## config.mk

```make
export PLATFORM = sky130hd
export DESIGN_NAME = cover_toggle_collector
export DESIGN_NICKNAME = d
export VERILOG_FILES = /design/src/rtl/cover_toggle_collector.sv
export SDC_FILE = /design/constraint.sdc
export NUM_CORES = 1
export LEC_CHECK = 0
export ABC_AREA = 0
export CELL_PAD_IN_SITES_DETAIL_PLACEMENT = 1
export CELL_PAD_IN_SITES_GLOBAL_PLACEMENT = 1
export CORE_MARGIN = 5
export CORE_UTILIZATION = 33
export DETAILED_ROUTE_END_ITERATION = 8
export GPL_ROUTABILITY_DRIVEN = 0
export PLACE_DENSITY = 0.76
export SLEW_MARGIN = 20
export SYNTH_ARGS = -nofsm -noshare
export SYNTH_HDL_FRONTEND = slang
export SYNTH_SLANG_ARGS = --single-unit
```

## constraint.sdc

```tcl
create_clock -name clock -period 3 [get_ports clock]
set_input_delay 0.45 -clock clock [delete_from_list [all_inputs] [get_ports clock]]
set_output_delay 0.45 -clock clock [all_outputs]
set_load 0.03 [all_outputs]
```

## src/rtl/cover_toggle_collector.sv

```systemverilog
// Toggle-cover collector: records first-time hits of a WIDTH-bit hit vector in a
// sticky bitmap and streams each newly covered absolute index once through a
// small report FIFO with a valid/ready read port.
module cover_toggle_collector #(
  parameter int unsigned WIDTH       = 9,
  parameter int unsigned COVER_INDEX = 0,
  parameter int unsigned COVER_TOTAL = 9715,
  parameter int unsigned IDX_W       = 64,
  parameter int unsigned FIFO_DEPTH  = 4,
  parameter int unsigned CNT_W       = $clog2(WIDTH + 1)
) (
  input  logic             clock,
  input  logic             reset,
  input  logic             enable,
  input  logic             clear,
  input  logic [WIDTH-1:0] valid,
  output logic             out_valid,
  input  logic             out_ready,
  output logic [IDX_W-1:0] out_index,
  output logic [CNT_W-1:0] hit_count,
  output logic             all_covered,
  output logic             busy
);

  localparam int unsigned BIT_W  = (WIDTH > 1) ? $clog2(WIDTH) : 1;
  localparam int unsigned PTR_W  = $clog2(FIFO_DEPTH);
  localparam int unsigned FCNT_W = PTR_W + 1;

  logic [WIDTH-1:0]  seen_q, seen_d;
  logic [WIDTH-1:0]  pending_q, pending_d;
  logic [CNT_W-1:0]  hit_count_q, hit_count_d;
  logic [BIT_W-1:0]  fifo_q [FIFO_DEPTH];
  logic [BIT_W-1:0]  fifo_d [FIFO_DEPTH];
  logic [PTR_W-1:0]  rd_ptr_q, rd_ptr_d;
  logic [PTR_W-1:0]  wr_ptr_q, wr_ptr_d;
  logic [FCNT_W-1:0] fcnt_q, fcnt_d;

  logic [WIDTH-1:0]  new_hits;
  logic [WIDTH-1:0]  sel_mask;
  logic [BIT_W-1:0]  sel_idx;
  logic [CNT_W-1:0]  new_cnt;
  logic              pop;
  logic              push;
  logic              can_push;

  // Output views derived directly from registered state
  assign out_valid   = (fcnt_q != '0);
  assign out_index   = out_valid ? (IDX_W'(COVER_INDEX) + IDX_W'(fifo_q[rd_ptr_q])) : '0;
  assign hit_count   = hit_count_q;
  assign all_covered = &seen_q;
  assign busy        = (|pending_q) | out_valid;

  // Sample new hits, select lowest pending bit for the FIFO, handle pop and clear
  always_comb begin
    new_hits    = '0;
    sel_mask    = '0;
    sel_idx     = '0;
    new_cnt     = '0;
    seen_d      = seen_q;
    pending_d   = pending_q;
    hit_count_d = hit_count_q;
    fifo_d      = fifo_q;
    rd_ptr_d    = rd_ptr_q;
    wr_ptr_d    = wr_ptr_q;
    fcnt_d      = fcnt_q;

    if (enable) new_hits = valid & ~seen_q;

    for (int i = 0; i < int'(WIDTH); i++) begin
      new_cnt = new_cnt + CNT_W'(new_hits[i]);
    end

    // Scan from the top so the lowest set bit wins
    for (int i = int'(WIDTH) - 1; i >= 0; i--) begin
      if (pending_q[i]) begin
        sel_idx     = BIT_W'(i);
        sel_mask    = '0;
        sel_mask[i] = 1'b1;
      end
    end

    pop      = out_valid & out_ready;
    can_push = (fcnt_q != FCNT_W'(FIFO_DEPTH)) | pop;
    push     = (|pending_q) & can_push;

    seen_d      = seen_q | new_hits;
    pending_d   = (pending_q | new_hits) & ~(push ? sel_mask : '0);
    hit_count_d = hit_count_q + new_cnt;

    if (push) begin
      fifo_d[wr_ptr_q] = sel_idx;
      wr_ptr_d         = wr_ptr_q + PTR_W'(1);
    end
    if (pop) rd_ptr_d = rd_ptr_q + PTR_W'(1);
    fcnt_d = fcnt_q + FCNT_W'(push) - FCNT_W'(pop);

    // Clear wins over sampling, selection and popping
    if (clear) begin
      seen_d      = '0;
      pending_d   = '0;
      hit_count_d = '0;
      rd_ptr_d    = '0;
      wr_ptr_d    = '0;
      fcnt_d      = '0;
    end
  end

  // State registers with asynchronous reset
  always_ff @(posedge clock or posedge reset) begin
    if (reset) begin
      seen_q      <= '0;
      pending_q   <= '0;
      hit_count_q <= '0;
      rd_ptr_q    <= '0;
      wr_ptr_q    <= '0;
      fcnt_q      <= '0;
      for (int i = 0; i < int'(FIFO_DEPTH); i++) fifo_q[i] <= '0;
    end else begin
      seen_q      <= seen_d;
      pending_q   <= pending_d;
      hit_count_q <= hit_count_d;
      rd_ptr_q    <= rd_ptr_d;
      wr_ptr_q    <= wr_ptr_d;
      fcnt_q      <= fcnt_d;
      fifo_q      <= fifo_d;
    end
  end

`ifndef SYNTHESIS
  // Index range sanity checks (simulation only)
  always @(posedge clock) begin
    if (!reset) begin
      assert (COVER_INDEX + WIDTH <= COVER_TOTAL)
        else $error("cover group exceeds COVER_TOTAL");
      if (out_valid) begin
        assert (out_index < IDX_W'(COVER_TOTAL))
          else $error("out_index %0d out of range", out_index);
      end
    end
  end
`endif

endmodule

```

=== Word-level counts from Yosys, hierarchy flattened ===
Cells that the tools add are included.

* Input port bits: 14
* Output and inout port bits: 71
* Logic and storage cells: 80
* Flip-flop bits (word level): 45

* Equality and inequality tests: 1
* Mux-type cells: 35
* $add $sub $neg: 13
* Magnitude comparators: 3
* Reduce and logical (&&, ||, !) cells: 6
* Bitwise logic cells: 12

{| class="wikitable"
|+ Operators by type and width
! cell !! count
|-
| 2-to-1 mux 9 bit || 13
|-
| 2-to-1 mux 4 bit || 14
|-
| adder 4 x 1 -> 4 bit || 5
|-
| bitwise AND 9 bit || 2
|-
| NOT 9 bit || 2
|-
| OR 9 bit || 2
|-
| bitwise mux 16 bit || 1
|-
| AND reduction 9 bit || 1
|-
| OR reduction 9 bit || 1
|-
| binary-select mux 4 bit (select 2 bit) || 1
|-
| demux 4 bit (select 2 bit) || 1
|-
| 2-to-1 mux 2 bit || 4
|-
| >= comparator 3 bit (second input constant) || 2
|-
| NOT 2 -> 3 bit || 2
|-
| adder 2 x 1 -> 2 bit (second input constant) || 2
|-
| adder 3 x 1 -> 4 bit || 1
|-
| adder 4 bit || 1
|-
| nonzero test 2 bit || 2
|-
| adder 2 x 1 -> 3 bit || 1
|-
| adder 3 x 1 -> 3 bit || 1
|-
| less-than comparator 3 x 1 -> 1 bit (second input constant) || 1
|-
| 2-to-1 mux 3 bit || 1
|-
| != test 3 bit (second input constant) || 1
|-
| nonzero test 3 bit || 1
|-
| other kinds (5) || 7
|}

=== Logic depth before layout (Yosys ltp) ===
* Depth in word-level cells: 13
* Gate-level depth with buffers: 13

=== Worst setup path after synthesis ===
Ideal clock, no wire load.

* Path type: input to register
* From: input port enable
* To: register hit_count_q[2] (netlist: hit_count[2])
* Data required time: 2868 ps
* Path buffers: 1
* Library setup time: 132 ps
* Arrival: 3155 ps
* Stages on the path: 12
* Setup slack: -287 ps
* Path through: clkbuf_1 nand3b_1 fa_1 inv_1 fa_1 inv_1 fa_1 inv_1 ha_1 fa_1 xnor2_1 nor2_1

* Word-level cells in the longest chain between the ends: 11

{| class="wikitable"
|+ RTL lines
! element !! line !! text
|-
| from (decl) || 14 || <nowiki>input logic enable,</nowiki>
|-
| 2-to-1 mux 9 bit * || 67 || <nowiki>if (enable) new_hits = valid & ~seen_q;</nowiki>
|-
| adder 1 x 1 -> 2 bit || 70 || <nowiki>new_cnt = new_cnt + CNT_W'(new_hits[i]);</nowiki>
|-
| adder 2 x 1 -> 3 bit || 70 ||
|-
| adder 3 x 1 -> 4 bit || 70 ||
|-
| adder 4 x 1 -> 4 bit (4 in series) || 70 ||
|-
| adder 4 x 1 -> 4 bit * || 70 ||
|-
| adder 4 bit * || 88 || <nowiki>hit_count_d = hit_count_q + new_cnt;</nowiki>
|-
| 2-to-1 mux 4 bit * || 98 || <nowiki>if (clear) begin</nowiki>
|-
| via hit_count_d[2] || 31 || <nowiki>logic [CNT_W-1:0] hit_count_q, hit_count_d;</nowiki>
|-
| to (signal assigned) || 121 || <nowiki>hit_count_q <= hit_count_d;</nowiki>
|-
| to (decl) || 31 ||
|}

Mark *: on every way through the listed nets, which the timed path passes. The rest lies on a longest branch.
A chain may end at the register's enable or synchronous reset.

=== Final worst setup path ===
* From: register seen_q[0]
* To: register hit_count_q[1] (netlist: hit_count[1])

* Word-level cells in the longest chain between the ends: 13

{| class="wikitable"
|+ RTL lines
! element !! line !! text
|-
| from (decl) || 29 || <nowiki>logic [WIDTH-1:0] seen_q, seen_d;</nowiki>
|-
| from (signal assigned) || 119 || <nowiki>seen_q <= seen_d;</nowiki>
|-
| NOT 9 bit || 67 ||
|-
| bitwise AND 9 bit || 67 ||
|-
| 2-to-1 mux 9 bit || 67 ||
|-
| adder 1 x 1 -> 2 bit || 70 ||
|-
| adder 2 x 1 -> 3 bit || 70 ||
|-
| adder 3 x 1 -> 4 bit || 70 ||
|-
| adder 4 x 1 -> 4 bit (5 in series) || 70 ||
|-
| adder 4 bit || 88 ||
|-
| 2-to-1 mux 4 bit || 98 ||
|-
| via hit_count_d[1] || 31 ||
|}

The timed path passes the listed nets, and every way through them passes these cells.

==> out/metrics.yaml <==
globalRouteMet1Util: 0.150
maxCapViolations: 0
hold_ws_ns: 0.493
n_fill_cell: 1036
ys.flop_type: "dfrtp_1"
diodes: 0
reg2reg_from: "seen_q[0]$_DFF_PP0_"
regArea_sq_um: 1130
drive_gt1_frac: 0.203
slew_headroom: 0.635
period_minus_slack_ns: 3.10
synth_area_leaders: "dfrtp_1, buf_4, fa_1, ha_1, nor2_1"
met3_usage: 0.0333
dr.pass1.iters: 4
hold_violations: 0
clock-sinks: 45
gr-total-overflow: 0
grt_antenna_before_repair: 0
hp-class: "input pin to async pin"
clock_skew_ns: 0.00551
worst-path-buf-inv: 3
timing.final.ws_setup_ns: -0.102
violations: "setup timing"
vias: 2054
cp-end-kind: "flip-flop"
top_usage_layer: "met2"
setup_violations: 3
synth_async_sr_flop_share: 1.00
syn_inst: 298
initial_core_util: 0.338
dpl.hpwl_microns: 4860
synth_top_area_cell: "dfrtp_1"
ys_ff_latch: 45
ioPinCount: 85
final.setup.tns_ns: -0.224
track_usage: 0.130
crit_family: "adder cells"
via_per_inst: 4.44
cts_buffer_depth: 2
chipWidth_microns: 105
place_area_sq_um: 3170
critical_path_required_ns: 3.24
drt_wl_total_microns: 6870
tightest_slew_ns: 0.543
crit_slowest_cell: "fa_1"
routedWlPerCell_microns: 14.8
grt_pass1_vias: 2335
worst_path_largest_cell_delay_ns: 0.53
syn_to_final_growth_pct: 16.8
grt_pass1_wl_microns: 11500
core_area_sq_um: 8720
drtIter0Drc: 73
peakVddDrop_mv: 0.243
yosys_warnings: 0
yosysUniqueCellTypes: 41
avgSynthCellArea_sq_um: 9.90
finalPower_w: 0.00250
final_net_count: 386
fin_crit_sh: 1.03
fin_util: 0.395
p_per_area_nw_per_um2: 727
critical_path_class: "flip-flop to flip-flop"
die_h_microns: 105
crit_top_cell: "fa_1"
drv_slew: 0
cts-root-buf: "clkbuf_8"
gr-usage-met2: 0.230
syn_area_sq_um: 2950
status: "finished with violations"
rows: 34
cts_tree: "done"
leakage_nw: 1.64
clk_pin_slew_worst_paths_ns: 0.09
setup.worst_path.start: "seen_q[0]$_DFF_PP0_"
cp_cell_sequence: "nand3b_1, fa_1, inv_1, fa_1, inv_1, fa_1, inv_2, ha_4, fa_2, nor2b_1"
cp.arrival_ns: 3.35
port_buffers: 24
ant_nets: 0
design_area_sq_um: 3440
worst_skew_pair.late_latency_ns: 0.31
die_area_sq_um: 10900
yosys.area.top_type_share: 0.382
cts_made_buffers: 5
yosysSeqAreaShare: 0.382
crit_fanout: 2
multi_input_area_sq_um: 1500
grt_max_degree: 25
htreeDepth: 2
drc: 0
start_kind: "flip-flop"
fmax_mhz: 322
rsz0062_at_grt: "true"
synth_edf_count: 0
==> synthesized netlist by cell type, drive strengths merged (5+ instances only) <==
cell type	number
nor3	6
fa	7
xnor2	7
nor2	30
dfrtp	45
a21oi	15
nand2	21
nand3b	5
inv	21
clkbuf	7
o21ai	13
buf	65
ha	11
nor2b	5
and2	5
==> layout make-up <==
| type | count | share of cell area |
|---|---|---|
| clock buffers | 5 | 0.0200 |
| clock inverters | 3 | 0.00618 |
| inverters | 21 | 0.0229 |
| multi-input cells | 219 | 0.436 |
| flip-flops and latches | 45 | 0.327 |
| well taps | 108 | 0.0392 |
| repair buffers | 62 | 0.149 |
==> flip-flops by register name (all words and copies together), names as in the netlist <==
register	flops
rd_ptr_q	2
hit_count	4
fifo_q	16
pending_q	9
seen_q	9
fcnt_q	3
wr_ptr_q	2
==> final timing paths <==
| path | cells past startpoint | slack [ns] | endpoint |
|---|---|---|---|
| max | 10 | -0.10 | hit_count[1]$_DFF_PP0_ |
| min | 3 | 0.49 | fcnt_q[2]$_DFF_PP0_ |
| max reg2reg | 10 | -0.10 | hit_count[1]$_DFF_PP0_ |
| min reg2reg | 2 | 0.49 | fifo_q[2]$_DFFE_PP0P_ |
| max in group asynchronous | 3 | 2.25 | seen_q[3]$_DFF_PP0_ |
| min in group clock | 2 | 0.49 | fifo_q[2]$_DFFE_PP0P_ |
==> logic make-up after synthesis <==
kind of cell | count (synthesis) | share of synthesized area
xor+xnor | 8 | 0.0237
compound gates | 44 | 0.122
mux | 6 | 0.0373
fa+ha+maj | 18 | 0.0941
flops | 45 | 0.382
buf+inv | 93 | 0.203
other cells | 1 | 0.00127
simple gates | 83 | 0.137
==> what timing repair did <==
action	in CTS	in global routing
hold buffers	0	0
endpoints found under the setup margin	5	4
setup buffers	20	2
pin swaps	12	3
resized for setup	17	9
endpoints found under the hold margin	0	0
==> power by group <==
group / switching [W] / leakage, nW / total (W) / internal [W]
clock network: 0.000233 / 0.0445 / 0.000398 / 0.000166
registers: 0.000135 / 0.594 / 0.000894 / 0.000759
logic: 0.000683 / 0.997 / 0.00121 / 0.000527
==> metal layers <==
metal | part of all wire | wire length, microns | vias to the layer above
met5 | 0 | 0 | -
met3 | 0.056 | 387 | 8
met4 | 0.016 | 108 | 0
met2 | 0.53 | 3620 | 63
met1 | 0.40 | 2750 | 1011
li1 | - | - | 972
==> cells in the final DEF, fill, tap and decap left out, types with 4 or more instances in the layout <==
master / n
buf_4: 38
nand2_1: 20
dlygate4sd2_1: 6
a21oi_1: 13
o21ai_0: 13
a22o_1: 4
mux4_2: 4
nor2_4: 4
nor3_1: 5
inv_1: 17
clkdlybuf4s50_1: 17
clkbuf_8: 5
fa_1: 6
nand3b_1: 5
conb_1: 60
o311ai_4: 4
dfrtp_1: 45
nor2b_1: 5
xnor2_1: 7
and2_1: 5
ha_1: 10
nor2_1: 26
inv_2: 4
==> per-stage QoR <==
stage               std cells  setup WS (ns)
floorplan                 357         -0.123
global placement          435         -0.683
detailed placement        435         -0.765
CTS                       463        -0.0767
global route              463         -0.223
finish                    463         -0.102
==> tightest hold or removal path: stages <==
cell	delay, ns
clkdlybuf4s50_1	0.39
inv_1	0.07
buf_4	0.28
Power figures use the tool's default switching activity.
